--- src/rtl/fmap_stream_pkg.sv ---
// Shared types and constants for the feature-map stream reader.
// Holds FSM states, flatten-order codes, default geometry and sizing helpers.
package fmap_stream_pkg;

  typedef enum logic [2:0] {
    IDLE,
    UP_WAIT,
    FETCH_ADDR,
    FETCH_CAPTURE,
    DRAIN,
    DONE
  } state_t;

  localparam int unsigned ORDER_CHW = 0;
  localparam int unsigned ORDER_HWC = 1;

  localparam int unsigned ADDR_W = 32;
  localparam int unsigned DEF_CH = 128;
  localparam int unsigned DEF_H  = 4;
  localparam int unsigned DEF_W  = 4;
  localparam int unsigned DEF_DW = 4;

  function automatic int unsigned elem_count(input int unsigned ch, input int unsigned h,
                                             input int unsigned w);
    return ch * h * w;
  endfunction

  localparam int unsigned TOTAL_ELEMS = elem_count(DEF_CH, DEF_H, DEF_W);

  // Counter width for a modulo-n index, never narrower than one bit.
  function automatic int unsigned cnt_width(input int unsigned n);
    return (n > 1) ? $clog2(n) : 1;
  endfunction

endpackage

--- src/rtl/fmap_stream_reader_if.sv ---
// Upstream activation read port plus the downstream valid/ready stream.
// master = reader side, slave = upstream layer / stream sink side.
interface fmap_stream_reader_if
  import fmap_stream_pkg::*;
#(
  parameter int unsigned DW = DEF_DW
);
  logic              up_start;
  logic              up_done;
  logic [ADDR_W-1:0] up_read_addr;
  logic [DW-1:0]     up_read_data;
  logic              m_valid;
  logic              m_ready;
  logic [DW-1:0]     m_data;
  logic              m_last;

  modport master (
    output up_start, up_read_addr, m_valid, m_data, m_last,
    input  up_done, up_read_data, m_ready
  );

  modport slave (
    input  up_start, up_read_addr, m_valid, m_data, m_last,
    output up_done, up_read_data, m_ready
  );
endinterface

--- src/rtl/fmap_stream_fifo2.sv ---
// Two-entry first-word-fall-through buffer; head is visible while not empty.
// Simultaneous push and pop are allowed; callers never push when full.
module fmap_stream_fifo2 #(
  parameter int unsigned EW = 5
) (
  input  logic          clk,
  input  logic          reset,
  input  logic          push,
  input  logic [EW-1:0] push_data,
  input  logic          pop,
  output logic [EW-1:0] head,
  output logic          full,
  output logic          empty
);
  logic [EW-1:0] mem [2];
  logic          wr_ptr;
  logic          rd_ptr;
  logic [1:0]    count;

  always_ff @(posedge clk) begin
    if (reset) begin
      mem[0] <= '0;
      mem[1] <= '0;
      wr_ptr <= 1'b0;
      rd_ptr <= 1'b0;
      count  <= 2'd0;
    end else begin
      if (push) begin
        mem[wr_ptr] <= push_data;
        wr_ptr      <= ~wr_ptr;
      end
      if (pop) begin
        rd_ptr <= ~rd_ptr;
      end
      count <= count + 2'(push) - 2'(pop);
    end
  end

  assign head  = mem[rd_ptr];
  assign full  = (count == 2'd2);
  assign empty = (count == 2'd0);
endmodule

--- src/rtl/fmap_stream_reader.sv ---
// Triggers the upstream layer, then walks its nibble store (CHW or HWC order)
// through a two-cycle address/capture read port into a valid/ready stream.
module fmap_stream_reader
  import fmap_stream_pkg::*;
#(
  parameter int unsigned CH    = DEF_CH,
  parameter int unsigned H     = DEF_H,
  parameter int unsigned W     = DEF_W,
  parameter int unsigned ORDER = ORDER_CHW,
  parameter int unsigned DW    = DEF_DW
) (
  input  logic                 clk,
  input  logic                 reset,
  input  logic                 start,
  output logic                 busy,
  output logic                 done,
  fmap_stream_reader_if.master bus
);
  localparam int unsigned CW_CH  = cnt_width(CH);
  localparam int unsigned CW_H   = cnt_width(H);
  localparam int unsigned CW_W   = cnt_width(W);
  localparam int unsigned N_ELEM = elem_count(CH, H, W);

  state_t            state, state_nxt;
  logic [CW_CH-1:0]  ch, ch_nxt, ch_adv;
  logic [CW_H-1:0]   r, r_nxt, r_adv;
  logic [CW_W-1:0]   c, c_nxt, c_adv;
  logic [ADDR_W-1:0] addr, addr_nxt, addr_adv;
  logic              busy_nxt, done_nxt, up_start_q, up_start_nxt;
  logic              ch_max, r_max, c_max, is_last_c;
  logic              push, pop, fifo_full, fifo_empty;
  logic [DW:0]       head;

  function automatic logic [ADDR_W-1:0] elem_addr(input logic [CW_CH-1:0] ch_i,
                                                  input logic [CW_H-1:0]  r_i,
                                                  input logic [CW_W-1:0]  c_i);
    return ADDR_W'(ch_i) * ADDR_W'(H * W) + ADDR_W'(r_i) * ADDR_W'(W) + ADDR_W'(c_i);
  endfunction

  // Next (ch,r,c) in the selected flatten order; the address register always
  // tracks the current element so it is already stable in FETCH_ADDR.
  always_comb begin
    ch_max = (ch == CW_CH'(CH - 1));
    r_max  = (r == CW_H'(H - 1));
    c_max  = (c == CW_W'(W - 1));
    ch_adv = ch;
    r_adv  = r;
    c_adv  = c;
    if (ORDER == ORDER_HWC) begin
      ch_adv = ch_max ? '0 : ch + CW_CH'(1);
      if (ch_max) begin
        c_adv = c_max ? '0 : c + CW_W'(1);
        if (c_max) r_adv = r_max ? '0 : r + CW_H'(1);
      end
    end else begin
      c_adv = c_max ? '0 : c + CW_W'(1);
      if (c_max) begin
        r_adv = r_max ? '0 : r + CW_H'(1);
        if (r_max) ch_adv = ch_max ? '0 : ch + CW_CH'(1);
      end
    end
    addr_adv  = elem_addr(ch_adv, r_adv, c_adv);
    is_last_c = (addr == ADDR_W'(N_ELEM - 1));
  end

  always_comb begin
    state_nxt    = state;
    busy_nxt     = busy;
    done_nxt     = 1'b0;
    up_start_nxt = 1'b0;
    ch_nxt       = ch;
    r_nxt        = r;
    c_nxt        = c;
    addr_nxt     = addr;
    push         = 1'b0;
    case (state)
      IDLE: begin
        if (start) begin
          up_start_nxt = 1'b1;
          busy_nxt     = 1'b1;
          state_nxt    = UP_WAIT;
        end
      end
      UP_WAIT: begin
        if (bus.up_done) begin
          ch_nxt    = '0;
          r_nxt     = '0;
          c_nxt     = '0;
          addr_nxt  = '0;
          state_nxt = FETCH_ADDR;
        end
      end
      FETCH_ADDR: begin
        if (!fifo_full) state_nxt = FETCH_CAPTURE;
      end
      FETCH_CAPTURE: begin
        push = 1'b1;
        if (is_last_c) begin
          state_nxt = DRAIN;
        end else begin
          ch_nxt    = ch_adv;
          r_nxt     = r_adv;
          c_nxt     = c_adv;
          addr_nxt  = addr_adv;
          state_nxt = FETCH_ADDR;
        end
      end
      DRAIN: begin
        if (fifo_empty) begin
          done_nxt  = 1'b1;
          busy_nxt  = 1'b0;
          state_nxt = DONE;
        end
      end
      DONE: state_nxt = IDLE;
      default: state_nxt = IDLE;
    endcase
  end

  always_ff @(posedge clk) begin
    if (reset) begin
      state      <= IDLE;
      ch         <= '0;
      r          <= '0;
      c          <= '0;
      addr       <= '0;
      busy       <= 1'b0;
      done       <= 1'b0;
      up_start_q <= 1'b0;
    end else begin
      state      <= state_nxt;
      ch         <= ch_nxt;
      r          <= r_nxt;
      c          <= c_nxt;
      addr       <= addr_nxt;
      busy       <= busy_nxt;
      done       <= done_nxt;
      up_start_q <= up_start_nxt;
    end
  end

  assign pop = !fifo_empty && bus.m_ready;

  fmap_stream_fifo2 #(
    .EW(DW + 1)
  ) u_fifo (
    .clk      (clk),
    .reset    (reset),
    .push     (push),
    .push_data({is_last_c, bus.up_read_data}),
    .pop      (pop),
    .head     (head),
    .full     (fifo_full),
    .empty    (fifo_empty)
  );

  assign bus.up_start     = up_start_q;
  assign bus.up_read_addr = addr;
  assign bus.m_valid      = !fifo_empty;
  assign bus.m_data       = head[DW-1:0];
  assign bus.m_last       = head[DW];
endmodule
--- src/flat_wrapper.sv ---
// flat-port wrapper written by rule: the top's interface ports become plain ports
module fmap_stream_reader_flat import fmap_stream_pkg::*;
#(
  parameter int unsigned CH    = DEF_CH,
  parameter int unsigned H     = DEF_H,
  parameter int unsigned W     = DEF_W,
  parameter int unsigned ORDER = ORDER_CHW,
  parameter int unsigned DW    = DEF_DW
)
  (clk, reset, start, busy, done, bus_up_start, bus_up_read_addr, bus_m_valid, bus_m_data, bus_m_last, bus_up_done, bus_up_read_data, bus_m_ready);
  fmap_stream_reader_if #(.DW(DW)) bus_i ();
  input  logic clk;
  input  logic reset;
  input  logic start;
  output logic busy;
  output logic done;
  output wire logic [$bits(bus_i.up_start)-1:0] bus_up_start;
  output wire logic [$bits(bus_i.up_read_addr)-1:0] bus_up_read_addr;
  output wire logic [$bits(bus_i.m_valid)-1:0] bus_m_valid;
  output wire logic [$bits(bus_i.m_data)-1:0] bus_m_data;
  output wire logic [$bits(bus_i.m_last)-1:0] bus_m_last;
  input wire logic [$bits(bus_i.up_done)-1:0] bus_up_done;
  input wire logic [$bits(bus_i.up_read_data)-1:0] bus_up_read_data;
  input wire logic [$bits(bus_i.m_ready)-1:0] bus_m_ready;
  assign bus_up_start = bus_i.up_start;
  assign bus_up_read_addr = bus_i.up_read_addr;
  assign bus_m_valid = bus_i.m_valid;
  assign bus_m_data = bus_i.m_data;
  assign bus_m_last = bus_i.m_last;
  assign bus_i.up_done = bus_up_done;
  assign bus_i.up_read_data = bus_up_read_data;
  assign bus_i.m_ready = bus_m_ready;
  fmap_stream_reader #(.CH(CH), .H(H), .W(W), .ORDER(ORDER), .DW(DW)) u_core (.clk(clk), .reset(reset), .start(start), .busy(busy), .done(done), .bus(bus_i));
endmodule
--- config.mk ---
export PLATFORM = sky130hd
export DESIGN_NAME = fmap_stream_reader_flat
export DESIGN_NICKNAME = d
export VERILOG_FILES = /design/src/rtl/fmap_stream_pkg.sv /design/src/rtl/fmap_stream_reader_if.sv /design/src/rtl/fmap_stream_fifo2.sv /design/src/rtl/fmap_stream_reader.sv /design/src/flat_wrapper.sv
export SDC_FILE = /design/constraint.sdc
export NUM_CORES = 1
export LEC_CHECK = 0
export CAP_MARGIN = 20
export CORE_AREA = 4 4 64 66
export DETAILED_ROUTE_END_ITERATION = 8
export DIE_AREA = 0 0 68 70
export PLACE_DENSITY = 0.82
export SYNTH_ARGS = -nofsm -noshare
export SYNTH_HDL_FRONTEND = slang
export SYNTH_SLANG_ARGS = --single-unit
--- constraint.sdc ---
create_clock -name clk -period 5.6 [get_ports clk]
set_input_delay 1.4 -clock clk [delete_from_list [all_inputs] [get_ports clk]]
set_output_delay 1.4 -clock clk [all_outputs]
set_load 0.01 [all_outputs]
==> qor.txt <==
HOLD PATH
-----------------------------------------------------------------------------------
Worst min-delay path endpoint                                           u_core.c[0]
Hold/Removal Path Class                                                     reg2reg
Number of cells traversed by the worst hold path                                  2
Startpoint of the tightest hold check path                              u_core.c[0]

FINAL LAYOUT
-----------------------------------------------------------------------------------
Sequential standard cell area                                              741 um^2
Count of placed standard cells in the final layout, fillers left out            257
Area overhead of the layout relative to synthesis                             16.2%
Layout Cell Area excl Fill                                             0.00200 mm^2
Share of layout cells above drive strength 1                                  7.18%
Multi-input gate area in the final layout                                  851 um^2
Number of filler instances in the final layout                                  329
Antenna Diode Count                                                               0
Layout net count                                                                222
Final cell utilization of the core                                            55.9%

PLACEMENT
-----------------------------------------------------------------------------------
Placed cell area                                                       0.00195 mm^2
DPL Wire Length                                                             2.36 mm
Port-buffer cells                                                                28
Routability-driven placement congestion ratio                                 0.845
Cell count after placement                                                      249

ROUTING
-----------------------------------------------------------------------------------
Number of remaining DRC errors                                                    0
Highest metal layer with signal wires                                          met4
Routed met1 length                                                          1.46 mm
Antenna Nets Post-Route                                                           0
Via count                                                                      1318
First DRT Iteration DRCs                                                         39
Number of vias per cell                                                        5.13
Wire per inst                                                               12.5 um
Met3 routed wirelength                                                       191 um
Total routed wirelength                                                     3.21 mm
Routed wl met2                                                              1.51 mm
First-pass detailed-route iteration total                                         4

STA
-----------------------------------------------------------------------------------
Total count of hold-check failures in the final report                            0
Count of final max-slew check failures                                            0
Maximum frequency from static timing analysis                             0.322 GHz
Remaining max-slew budget at the tightest pin                                 50.2%
Final period utilization                                                      55.4%
Least-Margin Pin Slew                                                        745 ps
Total Neg Setup Slack                                                          0 ps
Tmin final                                                                  3100 ps
Unrepaired setup endpoints after global routing                                  no
Final setup violation count                                                       0
Final setup skew                                                            3.02 ps

SYNTHESIS
-----------------------------------------------------------------------------------
Netlist area before placement                                          0.00172 mm^2
Share of the synthesized area in the top cell type                            25.6%
Mean Syn Cell Area                                                        9.56 um^2
Share of the synthesized area in compound gates (AO/OA/AOI/OAI)               13.8%
Post-synthesis register bit count                                                32
Biggest area consumer among synthesized cells                          sky130_fd_sc_hd__dfxtp_1
XOR/XNOR share of the synthesized area                                        2.04%
Ys Warns                                                                          0
Main area contributors after synthesis                                 sky130_fd_sc_hd__dfxtp_1, sky130_fd_sc_hd__edfxtp_1, sky130_fd_sc_hd__buf_4
Adder-cell share of the synthesized area                                      3.64%
Post-synthesis simple-gate area fraction                                      21.5%
Cell count after synthesis                                                      180
Largest family of logic cells by synthesized area                      simple AND/OR/NAND/NOR gates
Sequential share of the synthesized area                                      43.1%
Number of synthesized flops with an enable pin                                   10
Fraction of synthesized area in multiplexers                                  3.85%
Most instantiated flip-flop cell in the synthesis netlist              sky130_fd_sc_hd__dfxtp_1
Async S/R FF share, synth                                                        0%
Netlist cell types                                                               51

CLOCK TREE
-----------------------------------------------------------------------------------
Depth of the CTS H-tree                                                           2
Number of buffers created by CTS                                                  5
Post-cts hold buffer count                                                        0
TritonCTS sink count                                                             32
CTS tree                                                                        yes
Number of instances resized during post-cts repair                                0
Worst-path clk slew                                                           90 ps
Post-CTS setup buffer count                                                       0
Clk Latency, worst-skew pair                                                 330 ps
Clock Tree Root                                                        sky130_fd_sc_hd__clkbuf_4
Buffers from clock root to sink, at most                                          2

GRT
-----------------------------------------------------------------------------------
Global route overflow                                                             0
Antenna violations before repair                                                  0
Pin count of the biggest net entering global routing                             24
Vias in the first global route                                                 1164
Wire length of the first global-routing pass                                5.01 mm
Overall fraction of global-route tracks in use                                13.5%

FLOORPLANNING
-----------------------------------------------------------------------------------
Starting Density                                                              48.1%
Boundary Pins                                                                    50
Die Footprint                                                          0.00476 mm^2
Std cell rows                                                                    22
Area of the core region                                                0.00358 mm^2
Die span in x                                                                 68 um
Vertical die dimension                                                        70 um

WORST SETUP PATH
-----------------------------------------------------------------------------------
Arrival @ worst endpoint                                                    3360 ps
Data required, critical path                                                5860 ps
Crit path max fanout                                                             23
Worst reg2reg path startpoint                                          u_core.u_fifo.count[1]
Flop2flop setup slack                                                       3720 ps
Number of cells on the worst reg-to-reg path                                      8
Startpoint type of the worst setup path                                primary input
Kind of capture point of the worst setup path                                  flop
Worst R2R End                                                          u_core.u_fifo.count[1]
Critical path class                                                          in2reg

POWER AND IR DROP
-----------------------------------------------------------------------------------
Worst supply voltage drop on vdd                                           0.178 mV
Power Density                                                           259 mW/mm^2
Leakage                                                                 0.000793 uW

JOB
-----------------------------------------------------------------------------------
Count of maximum capacitance violations                                           0

OUTCOME
-----------------------------------------------------------------------------------
Status                                                                 finished, final reports clean

[power breakdown]
part,leakage [uW],switching (uW),internal (uW)
logic,0.000484,56.3,67.6
registers,0.000282,17.8,257
clock network,0.0000273,72.1,46.4
total,0.000793,146,371
[how the worst max path moves through the flow]
stage | endpoint | slack, ps | from
finish | u_core.ch[3] | 2500 | reset
CTS | u_core.ch[3] | 2530 | reset
floorplan | u_core.u_fifo.count[1] | 3120 | bus_m_ready
detailed placement | u_core.ch[3] | 2170 | reset
global route | u_core.ch[3] | 2370 | reset
global placement | u_core.ch[3] | 2240 | reset
[flip-flops by register name, indices dropped and copies added (netlist names), named ones only]
register / flops
u_core.done: 1
u_core.r: 1
u_core.u_fifo.mem: 10
u_core.bus.up_start: 1
u_core.u_fifo.count: 2
u_core.u_fifo.rd_ptr: 1
u_core.state: 3
u_core.busy: 1
u_core.bus.up_read_addr: 2
u_core.c: 1
u_core.u_fifo.wr_ptr: 1
u_core.ch: 7
[Yosys cell counts, types with 2 or more instances]
cell	count
sky130_fd_sc_hd__nand2b_1	3
sky130_fd_sc_hd__nor3_1	6
sky130_fd_sc_hd__ha_1	5
sky130_fd_sc_hd__nand2_1	14
sky130_fd_sc_hd__a31oi_1	2
sky130_fd_sc_hd__xor2_1	2
sky130_fd_sc_hd__nand4_1	2
sky130_fd_sc_hd__a21oi_1	5
sky130_fd_sc_hd__a211oi_1	2
sky130_fd_sc_hd__or3_1	3
sky130_fd_sc_hd__mux2_2	5
sky130_fd_sc_hd__nand3_1	3
sky130_fd_sc_hd__a22o_1	2
sky130_fd_sc_hd__nor2_1	10
sky130_fd_sc_hd__a41oi_1	2
sky130_fd_sc_hd__nand3b_1	2
sky130_fd_sc_hd__o21a_1	2
sky130_fd_sc_hd__o21ai_0	8
sky130_fd_sc_hd__nor2b_1	2
sky130_fd_sc_hd__dfxtp_1	22
sky130_fd_sc_hd__xnor2_1	2
sky130_fd_sc_hd__and3_1	6
sky130_fd_sc_hd__clkbuf_1	3
sky130_fd_sc_hd__and2_1	6
sky130_fd_sc_hd__buf_4	22
sky130_fd_sc_hd__inv_1	5
sky130_fd_sc_hd__edfxtp_1	10
[layout make-up]
cell class / instances / area share (%)
multi-input cells: 136 / 42.6
flip-flops and latches: 32 / 37.0
repair buffers: 28 / 14.0
well taps: 48 / 3.00
clock buffers: 6 / 2.07
inverters: 5 / 0.939
clock inverters: 2 / 0.375
[stage by stage]
stage | setup WS (ps) | hold WS (ps) | total power (uW)
after detailed placement | 2170 | 499 | 405
after global placement | 2240 | 497 | 401
after global routing | 2370 | 562 | 546
final | 2500 | 508 | 517
after CTS | 2530 | 512 | 523
after floorplan | 3120 | 481 | 369
[cell families after synthesis]
group | Yosys count
multiplexers | 6
AND/OR/NAND/NOR | 66
other | 1
AO/OA/AOI/OAI | 34
flip-flops | 32
adder cells (fa/ha/maj) | 5
XOR/XNOR | 4
buffers and inverters | 32
[worst max-delay path, stage by stage]
cell and delay (ps):
sky130_fd_sc_hd__clkdlybuf4s50_1 790, sky130_fd_sc_hd__nand4bb_1 460, sky130_fd_sc_hd__a211oi_2 400, sky130_fd_sc_hd__a41oi_1 160, sky130_fd_sc_hd__a31oi_1 150
[per-layer routing]
layer	vias up	global-route usage [%]
li1	654	-
met1	621	17.2
met2	38	20.4
met3	5	4.82
met4	0	5.08
met5	-	0
[placed cells by master (no fill, tap or decap), types with 2 or more instances in the layout]
master,n
sky130_fd_sc_hd__edfxtp_1,10
sky130_fd_sc_hd__inv_1,5
sky130_fd_sc_hd__o21ai_0,8
sky130_fd_sc_hd__dfxtp_1,22
sky130_fd_sc_hd__or3_1,3
sky130_fd_sc_hd__a31oi_1,2
sky130_fd_sc_hd__xnor2_1,2
sky130_fd_sc_hd__mux2_2,5
sky130_fd_sc_hd__conb_1,21
sky130_fd_sc_hd__nor3_1,6
sky130_fd_sc_hd__nand3b_1,2
sky130_fd_sc_hd__nand3_1,3
sky130_fd_sc_hd__a21oi_1,5
sky130_fd_sc_hd__and3_1,6
sky130_fd_sc_hd__nand4_1,2
sky130_fd_sc_hd__clkdlybuf4s50_1,28
sky130_fd_sc_hd__ha_1,5
sky130_fd_sc_hd__o21a_1,2
sky130_fd_sc_hd__nand2_1,14
sky130_fd_sc_hd__nor2_1,10
sky130_fd_sc_hd__a211oi_1,2
sky130_fd_sc_hd__and2_1,6
sky130_fd_sc_hd__clkinv_1,2
sky130_fd_sc_hd__xor2_1,2
sky130_fd_sc_hd__a41oi_1,2
sky130_fd_sc_hd__nor2b_1,2
sky130_fd_sc_hd__nand2b_1,3
sky130_fd_sc_hd__a22o_1,2
sky130_fd_sc_hd__clkbuf_4,5
Note: power is estimated with default switching activity, not from simulation.
